===== config.mk =====
export PLATFORM = sky130hd
export DESIGN_NAME = pulse_stretcher
export DESIGN_NICKNAME = d
export VERILOG_FILES = /design/src/rtl/pulse_stretcher.sv
export SDC_FILE = /design/constraint.sdc
export NUM_CORES = 1
export LEC_CHECK = 0
export BUFFER_PORTS_ARGS = -buffer_cell sky130_fd_sc_hd__buf_4
export CORE_ASPECT_RATIO = 1.25
export CORE_UTILIZATION = 45
export CTS_BUF_LIST = sky130_fd_sc_hd__clkbuf_2
export CTS_CLUSTER_SIZE = 8
export DETAILED_ROUTE_END_ITERATION = 10
export PLACE_DENSITY = 0.57
export SKIP_CTS_REPAIR_TIMING = 1
export SLEW_MARGIN = 20
export SYNTH_ARGS = -nofsm -noshare
export SYNTH_HDL_FRONTEND = slang
export SYNTH_SLANG_ARGS = --single-unit

===== constraint.sdc =====
create_clock -name clk -period 5.52 [get_ports clk]
set_input_delay 1.104 -clock clk [delete_from_list [all_inputs] [get_ports clk]]
set_output_delay 1.104 -clock clk [all_outputs]
set_load 0.01 [all_outputs]

===== src/rtl/pulse_stretcher.sv =====
// -----------------------------------------------------------------------------
// pulse_stretcher
//
// Stretches short or level triggers into human-visible pulses, one independent
// channel per bit. A shared prescaler produces a sample tick every
// SAMPLE_CNT_MAX clocks. Each channel holds its output high for HOLD_CNT_MAX
// ticks and then forces it low for at least GAP_CNT_MAX ticks. A trigger that
// arrives during the low gap is remembered, so the next pulse starts as soon
// as the gap ends.
//
// Parameters:
//   WIDTH          number of independent channels
//   SAMPLE_CNT_MAX clock cycles per sample tick
//   HOLD_CNT_MAX   sample ticks the output is held high per pulse
//   GAP_CNT_MAX    minimum sample ticks low between pulses (0 = no gap)
//
// Ports:
//   clk            sole clock, rising edge
//   rst_n          asynchronous active-low reset
//   pulse_in       per-channel trigger (single-cycle or level)
//   stretched_out  per-channel stretched pulse, registered
//   busy           per-channel "not idle or trigger pending", registered
//
// Build option:
//   PULSE_STRETCHER_RETRIGGER_EN  when defined, a trigger while the output is
//                                 high reloads the hold counter and extends
//                                 the pulse. When undefined, such a trigger
//                                 is ignored.
//
// Handshake: none. pulse_in is sampled on every rising edge. The outputs are
// derived from the next-state value and registered, so they follow a trigger
// edge by exactly one cycle.
// -----------------------------------------------------------------------------
module pulse_stretcher #(
    parameter int WIDTH          = 1,
    parameter int SAMPLE_CNT_MAX = 62500,
    parameter int HOLD_CNT_MAX   = 200,
    parameter int GAP_CNT_MAX    = 50
) (
    input  logic             clk,
    input  logic             rst_n,
    input  logic [WIDTH-1:0] pulse_in,
    output logic [WIDTH-1:0] stretched_out,
    output logic [WIDTH-1:0] busy
);

    localparam int PW      = (SAMPLE_CNT_MAX > 1) ? $clog2(SAMPLE_CNT_MAX) : 1;
    localparam int CNT_MAX = (HOLD_CNT_MAX > GAP_CNT_MAX) ? HOLD_CNT_MAX : GAP_CNT_MAX;
    localparam int CW      = (CNT_MAX > 0) ? $clog2(CNT_MAX + 1) : 1;

    localparam logic [PW-1:0] PRESC_LAST = PW'(SAMPLE_CNT_MAX - 1);
    localparam logic [CW-1:0] HOLD_LOAD  = CW'(HOLD_CNT_MAX);
    localparam logic [CW-1:0] GAP_LOAD   = CW'(GAP_CNT_MAX);
    localparam logic [CW-1:0] CNT_ONE    = CW'(1);

    localparam logic [1:0] ST_IDLE   = 2'd0;
    localparam logic [1:0] ST_ACTIVE = 2'd1;
    localparam logic [1:0] ST_GAP    = 2'd2;

`ifdef PULSE_STRETCHER_RETRIGGER_EN
    localparam bit RETRIGGER = 1'b1;
`else
    localparam bit RETRIGGER = 1'b0;
`endif

    // Shared prescaler. The tick is high for the single cycle at the top count.
    logic [PW-1:0] presc;
    logic          tick;

    assign tick = (presc == PRESC_LAST);

    always_ff @(posedge clk or negedge rst_n) begin
        if (!rst_n) begin
            presc <= '0;
        end else if (tick) begin
            presc <= '0;
        end else begin
            presc <= presc + 1'b1;
        end
    end

    for (genvar i = 0; i < WIDTH; i++) begin : g_ch
        logic [1:0]    state;
        logic [1:0]    state_nxt;
        logic [CW-1:0] cnt;
        logic [CW-1:0] cnt_nxt;
        logic          pending;
        logic          pending_nxt;
        logic          out_q;
        logic          busy_q;

        always_comb begin
            state_nxt   = state;
            cnt_nxt     = cnt;
            pending_nxt = pending;
            case (state)
                ST_IDLE: begin
                    if (pulse_in[i]) begin
                        state_nxt = ST_ACTIVE;
                        cnt_nxt   = HOLD_LOAD;
                    end
                end
                ST_ACTIVE: begin
                    // A reload wins over a decrement that lands in the same cycle.
                    if (RETRIGGER && pulse_in[i]) begin
                        cnt_nxt = HOLD_LOAD;
                    end else if (tick) begin
                        // "<= 1" rather than "== 1" so a zero count can never wrap.
                        if (cnt <= CNT_ONE) begin
                            if (GAP_CNT_MAX == 0) begin
                                state_nxt = ST_IDLE;
                                cnt_nxt   = '0;
                            end else begin
                                state_nxt = ST_GAP;
                                cnt_nxt   = GAP_LOAD;
                            end
                        end else begin
                            cnt_nxt = cnt - CNT_ONE;
                        end
                    end
                end
                ST_GAP: begin
                    if (pulse_in[i]) begin
                        pending_nxt = 1'b1;
                    end
                    if (tick) begin
                        if (cnt <= CNT_ONE) begin
                            // A trigger arriving on the very last gap edge is
                            // honoured like one that arrived earlier in the gap.
                            if (pending || pulse_in[i]) begin
                                state_nxt = ST_ACTIVE;
                                cnt_nxt   = HOLD_LOAD;
                            end else begin
                                state_nxt = ST_IDLE;
                                cnt_nxt   = '0;
                            end
                            pending_nxt = 1'b0;
                        end else begin
                            cnt_nxt = cnt - CNT_ONE;
                        end
                    end
                end
                default: begin
                    state_nxt   = ST_IDLE;
                    cnt_nxt     = '0;
                    pending_nxt = 1'b0;
                end
            endcase
        end

        always_ff @(posedge clk or negedge rst_n) begin
            if (!rst_n) begin
                state   <= ST_IDLE;
                cnt     <= '0;
                pending <= 1'b0;
                out_q   <= 1'b0;
                busy_q  <= 1'b0;
            end else begin
                state   <= state_nxt;
                cnt     <= cnt_nxt;
                pending <= pending_nxt;
                out_q   <= (state_nxt == ST_ACTIVE);
                busy_q  <= (state_nxt != ST_IDLE) || pending_nxt;
            end
        end

        assign stretched_out[i] = out_q;
        assign busy[i]          = busy_q;
    end

endmodule


==> flow_metrics.env, run 1 <==
export IMPL_critPathMaxStageDelay_ps=540
export IMPL_worstSetupPathType="reg2reg"
export IMPL_hold_viol_final=0
export IMPL_path_max_fanout=13
export IMPL_slowest_stage="and4_1"
export IMPL_cts_tree="yes"
export IMPL_clk_latency_ps=360
export IMPL_rr_startpoint="presc[0]$_DFF_PN0_"
export IMPL_cp_cell_sequence="ha_1, nor4b_1, and4_1, o21bai_1, o32a_1"
export IMPL_gp_congestion=0.8422
export IMPL_antenna_found_initial=0
export IMPL_max_cap_violations=0
export IMPL_grt_max_degree=30
export IMPL_core_um2=3309
export IMPL_numCtsBuffers=5
export IMPL_final_min_clock_period_ps=2267
export IMPL_r2r_cells=5
export IMPL_yosysSeqAreaShare_pct=45.28
export IMPL_p_leak_nw=0.7097
export IMPL_start_util_pct=48.43
export IMPL_hp_class="reg2reg"
export IMPL_p_sw_share_pct=29.68
export IMPL_fin_skew_ps=7.101
export IMPL_grtUsageMet2_pct=34.64
export IMPL_drv_slew=0
export IMPL_critPathLaunchType="flop"
export IMPL_internal_power_w=0.0002631
export IMPL_area_growth_pct=5.308
export IMPL_io_pins=5
export IMPL_async_flop_share_pct=100.0
export IMPL_cts_root_buf="clkbuf_2"
export IMPL_r2r_slack_ps=3250
export IMPL_numPortBuffers=4
export IMPL_max_freq_mhz=441.2
export IMPL_endpoint_kind="flop"
export IMPL_routed_via_count=1258
export IMPL_syn_cell_area_um2=1603
export IMPL_switchingPower_w=0.0001110
export IMPL_nNetsFinal=180
export IMPL_synth_top_family_by_area="simple AND/OR/NAND/NOR gates"
export IMPL_crit_cells=5
export IMPL_ys_warn_count=0
export IMPL_cts_buffer_depth=2
export IMPL_chipHeight_um=68.73
export IMPL_peakVddDrop_uv=140.9
export IMPL_stdcell_area_um2=1688
export IMPL_ys_types=44
export IMPL_dpl_cell_count=204
export IMPL_synth_edf_count=0
export IMPL_grt_use_total_pct=19.76
export IMPL_num_antenna_cells=0
export IMPL_die_area_um2=3806
export IMPL_wl_per_cell_um=15.42
export IMPL_r2r_end="g_ch[0].cnt[3]$_DFFE_PN0P_"
export IMPL_drtIter0Drc=32
export IMPL_post_route_period_util_pct=41.06
export IMPL_synthSimpleGateAreaFrac_pct=27.01
export IMPL_grt_pass1_wl_um=5671
export IMPL_grt_pass1_vias=1277
export IMPL_path_buf_inv=0
export IMPL_cp_required_ps=5780
export IMPL_synth_ff_latch_count=29
export IMPL_critPathLaunch="presc[0]$_DFF_PN0_"
export IMPL_synth_ff_type="dfrtp_1"
export IMPL_seqPwrFrac_pct=61.3
export IMPL_synthesis_nets=176
export IMPL_layout_drive_gt1_share_pct=9.714
export IMPL_rsz0062_at_grt="no"
export IMPL_finalSetupViolCount=0
export IMPL_pwr_share_comb_pct=11.1
export IMPL_final_antenna_net_count=0
export IMPL_dp_hpwl_um=2313
export IMPL_cts_htree_levels=2
export IMPL_crit_family="simple AND/OR/NAND/NOR gates"
export IMPL_synthXorXnorAreaFrac_pct=7.650
export IMPL_hold_worst_slack_ps=498.4
export IMPL_synth_compound_area_share_pct=13.43
export IMPL_worst_pin_slew_ps=564.8
export IMPL_clockPowerShare_pct=27.6
export IMPL_via_per_inst=5.934
export IMPL_cts_sinks=29
export IMPL_syn_area_per_cell_um2=9.428
export IMPL_synthMuxAreaShare_pct=1.561
export IMPL_drc_errors=0
export IMPL_use_met3_pct=5.224
export IMPL_grt_overflow=0
export IMPL_p_per_area_nw_per_um2=221.7
export IMPL_cp_data_arrival_time_ps=2530
export IMPL_slew_headroom_pct=62.27
export IMPL_first_pass_iters=6
export IMPL_place_area_um2=1650
export IMPL_synth_fa_ha_area_share_pct=2.342
export IMPL_wirelength_um=3269
export IMPL_crit_end="g_ch[0].cnt[3]$_DFFE_PN0P_"
export IMPL_grt_busiest_layer="met2"
export IMPL_rows=23
export IMPL_final_cell_count_no_fill=212
export IMPL_clk_pin_slew_ps=150
export IMPL_met1_usage_pct=21.68
export IMPL_outcome="completed"
export IMPL_netlist_instances=170
export IMPL_fp_dieW_um=55.38
export IMPL_utilization_pct=51.00
export IMPL_fin_setup_tns_ps=0
==> sequential cells by signal (all words and copies together), names as in the netlist <==
name,cells
g_ch.cnt,8
stretched_out,1
g_ch.pending,1
g_ch.state,2
presc,16
busy,1
==> how the worst min path moves through the flow <==
stage	startpoint	end	slack, ps	cells past startpoint
6_report	presc[0]$_DFF_PN0_	presc[0]$_DFF_PN0_	500	1
5_1_grt	presc[0]$_DFF_PN0_	presc[0]$_DFF_PN0_	540	1
3_3_place_gp	presc[0]$_DFF_PN0_	presc[0]$_DFF_PN0_	470	1
2_1_floorplan	presc[0]$_DFF_PN0_	presc[0]$_DFF_PN0_	460	1
3_5_place_dp	presc[0]$_DFF_PN0_	presc[0]$_DFF_PN0_	480	1
4_1_cts	presc[0]$_DFF_PN0_	presc[0]$_DFF_PN0_	500	1
==> kinds of logic (layout without fill, tap and decap cells) <==
logic type,count (synthesis),in the layout
buffers and inverters,11,16
AND/OR/NAND/NOR,78,78
adder cells (fa/ha/maj),3,3
XOR/XNOR,14,14
multiplexers,2,2
AO/OA/AOI/OAI,33,33
flip-flops,29,29
==> metrics by stage <==
step           setup WS, ps  total power [W]
2_1_floorplan          3622        0.0002620
3_3_place_gp           3350        0.0002733
3_5_place_dp           3232        0.0002748
4_1_cts                3209        0.0003802
5_1_grt                2964        0.0003973
6_report               3253        0.0003742
==> layout by cell type, fill, tap and decap left out, types with 2 or more instances in the layout <==
| cell type | count |
|---|---|
| ha_1 | 3 |
| xnor2_1 | 8 |
| nor4b_1 | 2 |
| nor3_1 | 7 |
| nor2b_1 | 2 |
| nand3_1 | 5 |
| and2_1 | 3 |
| and4_1 | 2 |
| o21bai_1 | 2 |
| o41ai_1 | 2 |
| nor2_1 | 22 |
| a21oi_1 | 5 |
| o31ai_1 | 3 |
| o21ai_0 | 5 |
| buf_4 | 4 |
| a22oi_1 | 2 |
| inv_1 | 4 |
| clkbuf_2 | 5 |
| nor4_1 | 2 |
| nor4bb_1 | 2 |
| nand3b_1 | 2 |
| nand4_1 | 3 |
| nand2_1 | 16 |
| clkinv_1 | 2 |
| dfrtp_1 | 29 |
| a22o_1 | 2 |
| xor2_1 | 6 |
| a211oi_1 | 2 |
| o21ai_1 | 7 |
==> per-layer routing <==
layer / vias up / wire length [µm]
met1: 602 / 1473
li1: 617 / -
met4: 0 / 85
met5: - / 0
met2: 30 / 1601
met3: 9 / 108
==> cells in the mapped netlist, drive strengths merged (2+ instances only) <==
cell type	n	share of area [%]
o21ai	12	3.7
nand3b	2	0.94
nor3	8	2.8
nor4bb	2	1.2
a21oi	5	1.6
nor4	3	2.1
dfrtp	29	45
nor2b	2	0.78
a22o	2	1.1
xor2	6	3.3
nand3	5	1.6
nor4b	2	1.1
o31ai	3	1.4
a211oi	2	0.94
ha	3	2.3
and2	4	1.7
nand2	16	3.7
nor2	22	5.2
nand4	3	1.2
and4	2	1.1
o41ai	2	1.1
a22oi	2	0.94
clkbuf	6	1.5
xnor2	8	4.4
inv	4	0.94
o21bai	2	0.94
==> power groups by stage <==
stage	sequential [W]	combinational, W	clock [W]
after floorplan	0.000226	0.0000355	0
after global placement	0.000233	0.0000406	0
after detailed placement	0.000233	0.0000419	0
after CTS	0.000229	0.0000419	0.000109
after global routing	0.000230	0.0000482	0.000119
final	0.000229	0.0000417	0.000103
==> final cells by class <==
cell class              count  area, µm²
clock buffers               5      25.02
clock inverters             3      12.51
fillers                   325       1622
inverters                   4      15.01
multi-input cells         130      833.3
flip-flops and latches     29      725.7
well taps                  37      46.29
repair buffers              4      30.03
No activity file was read; power rests on OpenSTA's default activity.
==> run 2: changes to the inputs <==
Settings changed: PLACE_DENSITY 0.57 to 0.59.
Clock period 5.52 ns to 1.9 ns, I/O delays scaled along.
==> run 2 against run 1 <==
Effect of this change:
- first-iteration DRC count rose by 50%
- fmax rose by 28%
- cell count rose by 6.1%
- via count rose by 5.2%
- global-route usage rose by 0.30 points
- critical endpoint unchanged
==> flow_metrics.env, run 2 (same netlist as run 1, synthesis figures left out) <==
export IMPL_largest_register_ff_count=16
export IMPL_io_pins=5
export IMPL_critPathMaxStageDelay_ps=540
export IMPL_cts_htree_levels=2
export IMPL_clk_latency_ps=370
export IMPL_dp_slack_ps=84.74
export IMPL_final_antenna_net_count=0
export IMPL_utilization_pct=54.40
export IMPL_drtIter0Drc=48
export IMPL_die_area_um2=3806
export IMPL_hp_class="in2reg"
export IMPL_numPortBuffers=4
export IMPL_num_fill_cells=304
export IMPL_routed_via_count=1323
export IMPL_grt_overflow=0
export IMPL_drv_slew=0
export IMPL_cp_cell_sequence="or4_4, nor4_4, a221oi_1, o32a_1"
export IMPL_cts_sinks=29
export IMPL_final_cell_mix="29 x dfrtp_1, 21 x nor2_1, 16 x nand2_1, 16 x buf_4"
export IMPL_fin_setup_tns_ps=0
export IMPL_rr_startpoint="g_ch[0].cnt[5]$_DFFE_PN0P_"
export IMPL_cts_buffer_depth=2
export IMPL_chipHeight_um=68.73
export IMPL_p_per_area_nw_per_um2=612.8
export IMPL_slowest_stage="or4_4"
export IMPL_finalSetupViolCount=0
export IMPL_layout_drive_gt1_share_pct=17.55
export IMPL_critPathLaunchType="flop"
export IMPL_hold_viol_final=0
export IMPL_grt_max_degree=30
export IMPL_critPathLaunch="g_ch[0].cnt[5]$_DFFE_PN0P_"
export IMPL_cp_required_ps=2170
export IMPL_outcome="completed"
export IMPL_finalPower_w=0.001103
export IMPL_endpoint_kind="flop"
export IMPL_numCtsBuffers=5
export IMPL_cp_data_arrival_time_ps=2030
export IMPL_wl_per_cell_um=15.20
export IMPL_gp_congestion=0.8316
export IMPL_nNetsFinal=193
export IMPL_drc_errors=0
export IMPL_num_antenna_cells=0
export IMPL_grt_pass1_vias=1249
export IMPL_layout_commonest_cell="dfrtp_1"
export IMPL_p_leak_nw=0.7725
export IMPL_antenna_found_initial=0
export IMPL_fin_skew_ps=20.19
export IMPL_final_min_clock_period_ps=1765
export IMPL_post_route_period_util_pct=92.91
export IMPL_core_um2=3309
export IMPL_largest_register="presc"
export IMPL_r2r_slack_ps=130
export IMPL_r2r_cells=4
export IMPL_rsz0062_at_grt="no"
export IMPL_reg_top3="presc (16), g_ch.cnt (8), g_ch.state (2)"
export IMPL_cts_root_buf="clkbuf_2"
export IMPL_wirelength_um=3421
export IMPL_path_max_fanout=3
export IMPL_worstSetupPathType="reg2reg"
export IMPL_cts_tree="yes"
export IMPL_peakVddDrop_uv=477.4
export IMPL_max_cap_violations=0
export IMPL_clk_pin_slew_ps=160
export IMPL_max_freq_mhz=566.5
export IMPL_start_util_pct=48.43
export IMPL_fp_dieW_um=55.38
export IMPL_via_per_inst=5.880
export IMPL_grt_use_total_pct=20.07
export IMPL_dp_hpwl_um=2393
export IMPL_rows=23
export IMPL_crit_end="g_ch[0].cnt[3]$_DFFE_PN0P_"
export IMPL_grt_pass1_wl_um=5685
export IMPL_worst_pin_slew_ps=507.7
export IMPL_r2r_end="g_ch[0].cnt[3]$_DFFE_PN0P_"
export IMPL_first_pass_iters=4
export IMPL_setup_slack_ps=134.6
export IMPL_area_growth_pct=12.33
export IMPL_slew_headroom_pct=65.97
[run 2: cell type report]
type	instances	area, µm²	area share, %
clock inverter	3	12.51	0.6949
inverter	4	15.01	0.8339
tap	37	46.29	2.571
sequential	29	725.7	40.31
timing repair buffer	17	130.1	7.227
multi-input combinational	130	845.8	46.98
clock buffer	5	25.02	1.390
[run 2: worst min path at each step]
stage / start / end / slack [ps] / cells past startpoint
6_report: pulse_in / g_ch[0].cnt[6]$_DFFE_PN0P_ / 290 / 3
5_1_grt: pulse_in / g_ch[0].cnt[6]$_DFFE_PN0P_ / 300 / 3
4_1_cts: rst_n / g_ch[0].cnt[7]$_DFFE_PN0P_ / -110 / 1
3_5_place_dp: rst_n / busy$_DFF_PN0_ / 320 / 1
3_3_place_gp: rst_n / g_ch[0].pending$_DFF_PN0_ / 320 / 1
2_1_floorplan: rst_n / busy$_DFF_PN0_ / 80 / 0
[run 2: routing by layer]
layer,track usage (%),share of wire (%)
met3,5.784,3.2
met5,0,0
met2,37.35,52
met4,8.438,2.1
met1,21.62,42
[run 2: where the power goes]
group | internal [W] | total (W) | switching [W]
registers | 0.000633 | 0.000654 | 0.0000211
clock network | 0.0000803 | 0.000297 | 0.000217
logic | 0.0000654 | 0.000152 | 0.0000865
[run 2: worst max-delay path, delay by kind of cell (launching register included)]
kind            cells  cell delay, ps
simple gates        2             730
flops               1             430
compound gates      2             510
[run 2: stage by stage]
step                std cells  hold slack [ps]  cell area (µm²)
floorplan                 170            84.41             1603
global placement          216            320.2             1740
detailed placement        216            323.3             1740
CTS                       224           -110.5             1778
global route              225            300.3             1800
finish                    225            294.8             1800
